<file path="config.mk">
export PLATFORM = sky130hd
export DESIGN_NAME = cart_loader
export DESIGN_NICKNAME = d
export VERILOG_FILES = /design/src/rtl/cart_loader.sv
export SDC_FILE = /design/constraint.sdc
export NUM_CORES = 1
export LEC_CHECK = 0
export ABC_CLOCK_PERIOD_IN_PS = 3200
export BUFFER_PORTS_ARGS = -buffer_cell sky130_fd_sc_hd__buf_2
export CORE_MARGIN = 1
export CORE_UTILIZATION = 51
export CTS_CLUSTER_DIAMETER = 120
export DETAILED_ROUTE_END_ITERATION = 8
export GPL_TIMING_DRIVEN = 0
export MAX_ROUTING_LAYER = met4
export PLACE_DENSITY = 0.8
export SYNTH_ARGS = -nofsm -noshare
export SYNTH_HDL_FRONTEND = slang
export SYNTH_SLANG_ARGS = --single-unit
</file>
<file path="constraint.sdc">
create_clock -name clk_sys -period 3.2 [get_ports clk_sys]
set_clock_uncertainty 0.1 [all_clocks]
set_input_delay 0.32 -clock clk_sys [delete_from_list [all_inputs] [get_ports clk_sys]]
set_output_delay 0.32 -clock clk_sys [all_outputs]
set_load 0.005 [all_outputs]
</file>
<file path="src/rtl/cart_loader.sv">
// cart_loader: buffers HPS ioctl download bytes in a small FIFO and commits
// them to an acknowledged cartridge memory port, deriving the console's
// cartridge qualifiers (page count, SG-1000 flag, SG-1000 extra-RAM hole).
//
// Ports:
//   clk_sys, reset          clock, asynchronous active-high reset
//   ioctl_download/wr/addr/dout/index   HPS download stream
//   ioctl_wait              registered back-pressure to the host
//   mem_addr/mem_din/mem_we write request, held until mem_ack
//   mem_ack                 write accepted
//   cart_pages              ioctl_addr[19:14] of the last accepted byte
//   sg1000, extram          image qualifiers
//   load_busy, load_done    download/drain status, completion pulse
//   overflow                sticky dropped-byte flag, cleared per download
module cart_loader #(
   parameter int unsigned ADDR_W     = 20,
   parameter int unsigned FIFO_DEPTH = 4
) (
   input  logic              clk_sys,
   input  logic              reset,
   input  logic              ioctl_download,
   input  logic              ioctl_wr,
   input  logic [24:0]       ioctl_addr,
   input  logic [7:0]        ioctl_dout,
   input  logic [7:0]        ioctl_index,
   output logic              ioctl_wait,
   output logic [ADDR_W-1:0] mem_addr,
   output logic [7:0]        mem_din,
   output logic              mem_we,
   input  logic              mem_ack,
   output logic [5:0]        cart_pages,
   output logic              sg1000,
   output logic              extram,
   output logic              load_busy,
   output logic              load_done,
   output logic              overflow
);

   localparam int unsigned PTR_W = $clog2(FIFO_DEPTH);
   localparam int unsigned CNT_W = PTR_W + 1;

   typedef struct packed {
      logic [ADDR_W-1:0] addr;
      logic [7:0]        data;
   } entry_t;

   typedef enum logic [1:0] {S_IDLE, S_WRITE, S_GAP} state_t;

   entry_t           fifo_mem [FIFO_DEPTH];
   entry_t           head_c;
   logic [PTR_W-1:0] rd_ptr;
   logic [PTR_W-1:0] wr_ptr;
   logic [CNT_W-1:0] count;
   logic [CNT_W-1:0] count_next;

   state_t state;
   state_t state_d;
   logic   load_c;
   logic   pop_c;

   logic in_range_c;
   logic fifo_full_c;
   logic push_c;
   logic drop_c;
   logic dl_q;
   logic dl_rise_c;
   logic done_c;

   // Only the low five index bits identify the image type.
   logic unused_index_bits;
   assign unused_index_bits = ^ioctl_index[7:5];

   // Accept / drop decision for the incoming strobe.
   assign in_range_c  = (ioctl_addr >> ADDR_W) == 25'd0;
   assign fifo_full_c = (count == CNT_W'(FIFO_DEPTH));
   assign push_c      = ioctl_wr & ioctl_download & ~fifo_full_c & in_range_c;
   assign drop_c      = ioctl_wr & ioctl_download & ~push_c;
   assign count_next  = count + CNT_W'(push_c) - CNT_W'(pop_c);
   assign head_c      = fifo_mem[rd_ptr];

   assign dl_rise_c = ioctl_download & ~dl_q;
   // Completion looks at next-cycle occupancy/state so it lands one cycle after the last pop.
   assign done_c    = load_busy & ~ioctl_download & (count_next == '0) & (state_d == S_IDLE);

   // FIFO storage (data only, no reset needed).
   always_ff @(posedge clk_sys) begin
      if (push_c) begin
         fifo_mem[wr_ptr] <= '{addr: ioctl_addr[ADDR_W-1:0], data: ioctl_dout};
      end
   end

   // Write FSM next-state logic.
   always_comb begin
      state_d = state;
      load_c  = 1'b0;
      pop_c   = 1'b0;
      case (state)
         S_IDLE: begin
            if (count != '0) begin
               state_d = S_WRITE;
               load_c  = 1'b1;
            end
         end
         S_WRITE: begin
            if (mem_ack) begin
               state_d = S_GAP;
               pop_c   = 1'b1;
            end
         end
         // One idle cycle so a registered ack is never counted twice.
         S_GAP:   state_d = S_IDLE;
         default: state_d = S_IDLE;
      endcase
   end

   // State, FIFO bookkeeping, memory port, qualifiers and status.
   always_ff @(posedge clk_sys or posedge reset) begin
      if (reset) begin
         state      <= S_IDLE;
         rd_ptr     <= '0;
         wr_ptr     <= '0;
         count      <= '0;
         mem_addr   <= '0;
         mem_din    <= '0;
         mem_we     <= 1'b0;
         ioctl_wait <= 1'b0;
         cart_pages <= '0;
         sg1000     <= 1'b0;
         extram     <= 1'b0;
         load_busy  <= 1'b0;
         load_done  <= 1'b0;
         overflow   <= 1'b0;
         dl_q       <= 1'b0;
      end else begin
         state      <= state_d;
         count      <= count_next;
         ioctl_wait <= (count_next >= CNT_W'(FIFO_DEPTH - 1));
         dl_q       <= ioctl_download;
         load_done  <= done_c;

         if (push_c) wr_ptr <= wr_ptr + PTR_W'(1);
         if (pop_c)  rd_ptr <= rd_ptr + PTR_W'(1);

         if (load_c) begin
            mem_addr <= head_c.addr;
            mem_din  <= head_c.data;
            mem_we   <= 1'b1;
         end else if (pop_c) begin
            mem_we   <= 1'b0;
         end

         if (push_c) begin
            cart_pages <= ioctl_addr[19:14];
            if (ioctl_addr == 25'd0) begin
               extram <= 1'b0;
               sg1000 <= (ioctl_index[4:0] == 5'd2);
            end else if ((ioctl_addr[24:13] == 12'd1) && sg1000) begin
               // The byte at 0x2000 restarts the all-0xFF tracking.
               extram <= ((ioctl_addr[12:0] == 13'd0) | extram) & (ioctl_dout == 8'hFF);
            end
         end

         if (dl_rise_c) begin
            overflow  <= 1'b0;
            load_busy <= 1'b1;
         end else if (done_c) begin
            load_busy <= 1'b0;
         end

         if (drop_c) overflow <= 1'b1;
      end
   end

endmodule

</file>
Yosys cells after proc, flatten, opt, wreduce, memory -nomap -nowiden
Memories as Yosys holds them, arrays and structs flattened. A register that Yosys moved wholly into a read port is not among the register bits. Index checks and enable logic that the tools add are counted.

Register bits: 23. Bits in writable memories: 112. Input bits: 46. Output and inout bits: 41. Logic and storage cells: 69. Memories kept: 1.

Memories: fifo_mem (words 4, width 28, rd ports 1, clocked after Yosys merged registers in 1, write ports 1, RTL line 49) `entry_t fifo_mem [FIFO_DEPTH];`.

$add $sub $neg: 4. Order comparisons: 1. Equality and inequality tests: 5. Muxes and demuxes: 17. Bitwise logic cells: 14. Reductions and logical operators: 14.

Operators with widths (count): zero test 25 bit (2); 2-to-1 mux 1 bit (14); zero test 13 bit (1); equality test 12 x 1 -> 1 bit, second input constant (1); AND 1 bit (9); equality test 8 bit, second input constant (1); nonzero test 2 bit (4); equality test 5 x 2 -> 1 bit, second input constant (1); adder 2 x 1 -> 2 bit, second input constant (2); zero test 2 bit (2); 2-to-1 mux 2 bit (2); inverter 1 bit (4); case mux 2 bit (2 select lines) (1); AND reduction 2 bit (2); adder 3 x 1 -> 3 bit (1); equality test 3 bit, second input constant (1); greater-or-equal comparator 3 x 2 -> 1 bit, second input constant (1); zero test 3 bit (1); nonzero test 3 bit (1); subtractor 3 x 1 -> 3 bit (1); equality test 2 x 1 -> 1 bit, second input constant (1); logical AND 1 bit (1); bitwise OR 1 bit (1).

Depth between registers and ports, before layout
Depth in word-level cells: 11. Depth in mapped cells: 12. Gate-level depth less buffers: 11.

Least setup slack after synthesis
Ideal clock, no wire load.

Path type: input to register. From: in ioctl_addr[21]. To: reg load_busy. Library setup time: 0.132 ns. Arrival time: 3.318 ns. Data required time: 2.968 ns. Slack: -0.350 ns. Stages: 11. Path buffers: 1. Cells stage by stage: or4_4 -> a2111oi_4 -> buf_2 -> inv_1 -> ha_1 -> inv_1 -> ha_1 -> fa_1 -> or4_1 -> nor4_1 -> o21ai_0.

Longest elaborated chain between the ends: 8.

RTL lines: start: declaration (RTL line 23) `input logic [24:0] ioctl_addr,`; zero test 25 bit (RTL line 74) `assign in_range_c = (ioctl_addr >> ADDR_W) == 25'd0;`; AND 1 bit (RTL line 76) `assign push_c = ioctl_wr & ioctl_download & ~fifo_full_c & in_range_c;`; adder 3 x 1 -> 3 bit (RTL line 78) `assign count_next = count + CNT_W'(push_c) - CNT_W'(pop_c);`; subtractor 3 x 1 -> 3 bit (RTL line 78); net count_next[1] (RTL line 54) `logic [CNT_W-1:0] count_next;`; zero test 3 bit (RTL line 83) `assign done_c = load_busy & ~ioctl_download & (count_next == '0) & (state_d == S_IDLE);`; AND 1 bit (2 in a row) (RTL line 83); net done_c (RTL line 67) `logic done_c;`; nonzero test 2 bit (no source line); end signal: assignment (RTL line 130) `load_busy <= 1'b0;`; end signal: assignment (RTL line 165) `load_busy <= 1'b1;`; end signal: assignment (RTL line 167) `load_busy <= 1'b0;`; end: declaration (RTL line 34) `output logic load_busy,`.

The timed path passes the listed nets, and every way through them passes these cells. A chain may end at the register's enable or synchronous reset.

Worst setup path in the final report
From: reg count[2]. To: reg load_busy.

Longest elaborated chain between the ends: 10. Elaborated cells between the ends (all ways): 14. Classes of those cells: 2 x add/sub; 1 x eq/ne; 2 x mux; 5 x bitwise; 4 x reduce/logical.

RTL lines: start: declaration (RTL line 53) `logic [CNT_W-1:0] count;`; start signal: assignment (RTL line 136) `count <= count_next;`; equality test 3 bit (RTL line 75) `assign fifo_full_c = (count == CNT_W'(FIFO_DEPTH));`; inverter 1 bit (RTL line 76); AND 1 bit (2 in a row) (RTL line 76); adder 3 x 1 -> 3 bit (RTL line 78); subtractor 3 x 1 -> 3 bit (RTL line 78); net count_next[1] (RTL line 54); zero test 3 bit (RTL line 83); AND 1 bit (2 in a row) (RTL line 83); net done_c (RTL line 67); nonzero test 2 bit (no source line).

The timed path passes the listed nets, and every way through them passes these cells.

==> impl_metrics.json <==
{
  "routed_wirelength_mm": 11.0,
  "yosysUniqueCellTypes": 34,
  "synth-edff-count": 112,
  "synth_ff_type": "edfxtp_1",
  "cts_tree": "done",
  "dp_hpwl_mm": 7.08,
  "ys_ff_latch": 163,
  "synth.area.top_cells": "edfxtp_1, dfrtp_1, mux4_2",
  "crit_fanout": 10,
  "die_y_um": 112,
  "synth_common_cells": "edfxtp_1, dfrtp_1, mux2_2",
  "postSynthCellCount": 307,
  "async_flop_share_pct": 31.3,
  "dieArea_mm2": 0.0126,
  "maxCapViolCount": 0,
  "avgSynthCellArea_um2": 20.2,
  "routabilityCongestion": 0.741,
  "cts_root_buffer": "clkbuf_16",
  "slew_violations": 0,
  "antenna_found_initial": 0,
  "vias_per_cell": 5.51,
  "ys_warn_count": 0,
  "wl_per_cell_um": 19.2,
  "vdd_drop_max_mv": 0.405,
  "final_antenna_net_count": 0,
  "synthMostInstantiatedCell": "edfxtp_1",
  "cts_sinks": 163,
  "area_growth_pct": 21.4,
  "stdcell_count": 571,
  "worst_pin_slew_ps": 916,
  "finalCritPeriodShare_pct": 96.0,
  "first_iter_violations": 214,
  "core_mm2": 0.0116,
  "max_freq_mhz": 325,
  "max-slew-margin-rel_pct": 38.9,
  "port_buffers": 83,
  "clk_pin_slew_ps": 70,
  "endpoint_kind": "register",
  "synth_area_mm2": 0.00619,
  "holdWs_ps": 34.0,
  "dpl_cell_area_mm2": 0.00684,
  "crit_type": "reg2reg",
  "grt_overflow": 0,
  "status": "finished with violations",
  "htree_levels": 4,
  "synth.top_cell.area_share_pct": 54.4,
  "num_rows": 39,
  "yosysSeqAreaShare_pct": 75.0,
  "track_usage_pct": 19.5,
  "worst_ep_arrival_time_ps": 3270,
  "fp.dieW_um": 112,
  "syn_nets": 360,
  "rsz0062_at_grt": "no",
  "placed_cells": 534,
  "violations": "DRC",
  "start_util_pct": 53.3,
  "via_count": 3149,
  "period_needed_ps": 3070,
  "grt_start_max_net_pins": 38,
  "design_area_mm2": 0.00751,
  "dr.pass1.iters": 7,
  "start_kind": "register",
  "num-nets-final": 468,
  "clock_path_buffers": 2,
  "synth_area_leader_cell": "edfxtp_1",
  "hold_class": "in2reg",
  "drive_above_1_share_pct": 46.3,
  "grt_pass1_vias": 3312,
  "drc": 6,
  "hold_viol": 0,
  "cts_buffers": 17,
  "diodes": 0,
  "required_ps": 3390,
  "grt_pass1_wl_mm": 17.4,
  "power_density_mw_per_mm2": 860,
  "leakagePower_nw": 2.83,
  "ios": 87,
  "setup_viol_count_final": 0,
  "utilization_pct": 64.7,
  "clk_latency_ps": 420
}
-- state kept, by name (all words and copies together) (netlist names) --
| register | count |
|---|---|
| load_busy | 1 |
| cart_pages | 6 |
| overflow | 1 |
| sg1000 | 1 |
| mem_din | 8 |
| ioctl_wait | 1 |
| mem_addr | 20 |
| load_done | 1 |
| extram | 1 |
| mem_we | 1 |
| fifo_mem | 112 |
| count | 3 |
| rd_ptr | 2 |
| wr_ptr | 2 |
| dl_q | 1 |
| state | 2 |
-- routing by layer --
layer	track usage, %	wire, um	vias up
met5	-	0	-
met4	6.67	140	0
met3	4.91	553	9
met2	30.8	5560	79
met1	25.1	4720	1636
li1	-	-	1425
-- final cells by class --
class / instances / area [um2]
Clock buffer: 18 / 439
Sequential cell: 163 / 4640
Inverter: 10 / 37.5
Timing Repair Buffer: 89 / 478
Buffer: 10 / 45.0
Tap cell: 143 / 179
Multi-Input combinational cell: 124 / 1510
Clock inverter: 14 / 188
Fill cell: 784 / 4100
-- critical path, cell delays in order, from the launching register on --
cell	delay (ps)
dfrtp_1	440
a2111oi_4	430
buf_6	190
inv_2	60
ha_4	250
inv_2	40
ha_4	150
fa_1	470
or4_1	500
nor4_2	190
o21ai_0	120
-- stage by stage --
| step | setup slack, ps | power [mW] | TNS (ps) |
|---|---|---|---|
| 2_1_floorplan | -121 | 3.85 | -124 |
| 3_3_place_gp | -498 | 4.33 | -24470 |
| 3_5_place_dp | -543 | 4.39 | -1120 |
| 4_1_cts | 84.3 | 6.50 | 0 |
| 5_1_grt | 48.0 | 6.76 | 0 |
| 6_report | 127 | 6.46 | 0 |
-- power by group --
part	switching [mW]	leakage [nW]	internal, mW
clock network	0.835	0.305	1.27
registers	0.154	1.61	2.55
logic	0.752	0.913	0.902
total	1.74	2.83	4.72
-- cell usage in the layout, fill, tap and decap left out, types with 5 or more instances in the layout --
cell,count
inv_1,7
mux2_2,34
inv_6,6
mux4_2,28
o21ai_0,5
edfxtp_1,112
buf_2,83
clkbuf_1,5
clkbuf_16,17
nand2_1,8
dfrtp_1,51
-- path summary, 6_finish.rpt --
check | cells after the start | from | endpoint | slack, ps
max reg2reg | 10 | count[2] | load_busy | 130
min | 1 | ioctl_addr[1] | fifo_mem[2][9] | 30
min reg2reg | 2 | mem_addr[12] | mem_addr[12] | 400
max | 10 | count[2] | load_busy | 130
max in group asynchronous | 4 | reset | cart_pages[4] | 2140
min in group asynchronous | 3 | reset | mem_addr[0] | 330
-- cells by family after synthesis --
kind of cell               after synthesis  synth area share (%)
and+or+nand+nor                         38                  3.58
muxes                                   62                  16.4
AOI/OAI and AO/OA                       12                  1.58
adders and majority gates                7                  1.54
xor gates and xnor gates                 5                 0.708
buffers and inverters                   20                  1.23
DFF                                    163                  75.0
-- timing repair --
action,4_1_cts,5_1_grt
gates cloned,0,0
pin swaps,1,0
hold buffers,2,0
endpoints found under the setup margin,2,1
gates resized for setup,0,1
endpoints found under the hold margin,15,0
setup buffers,1,2
(Power assumes the default switching activity.)
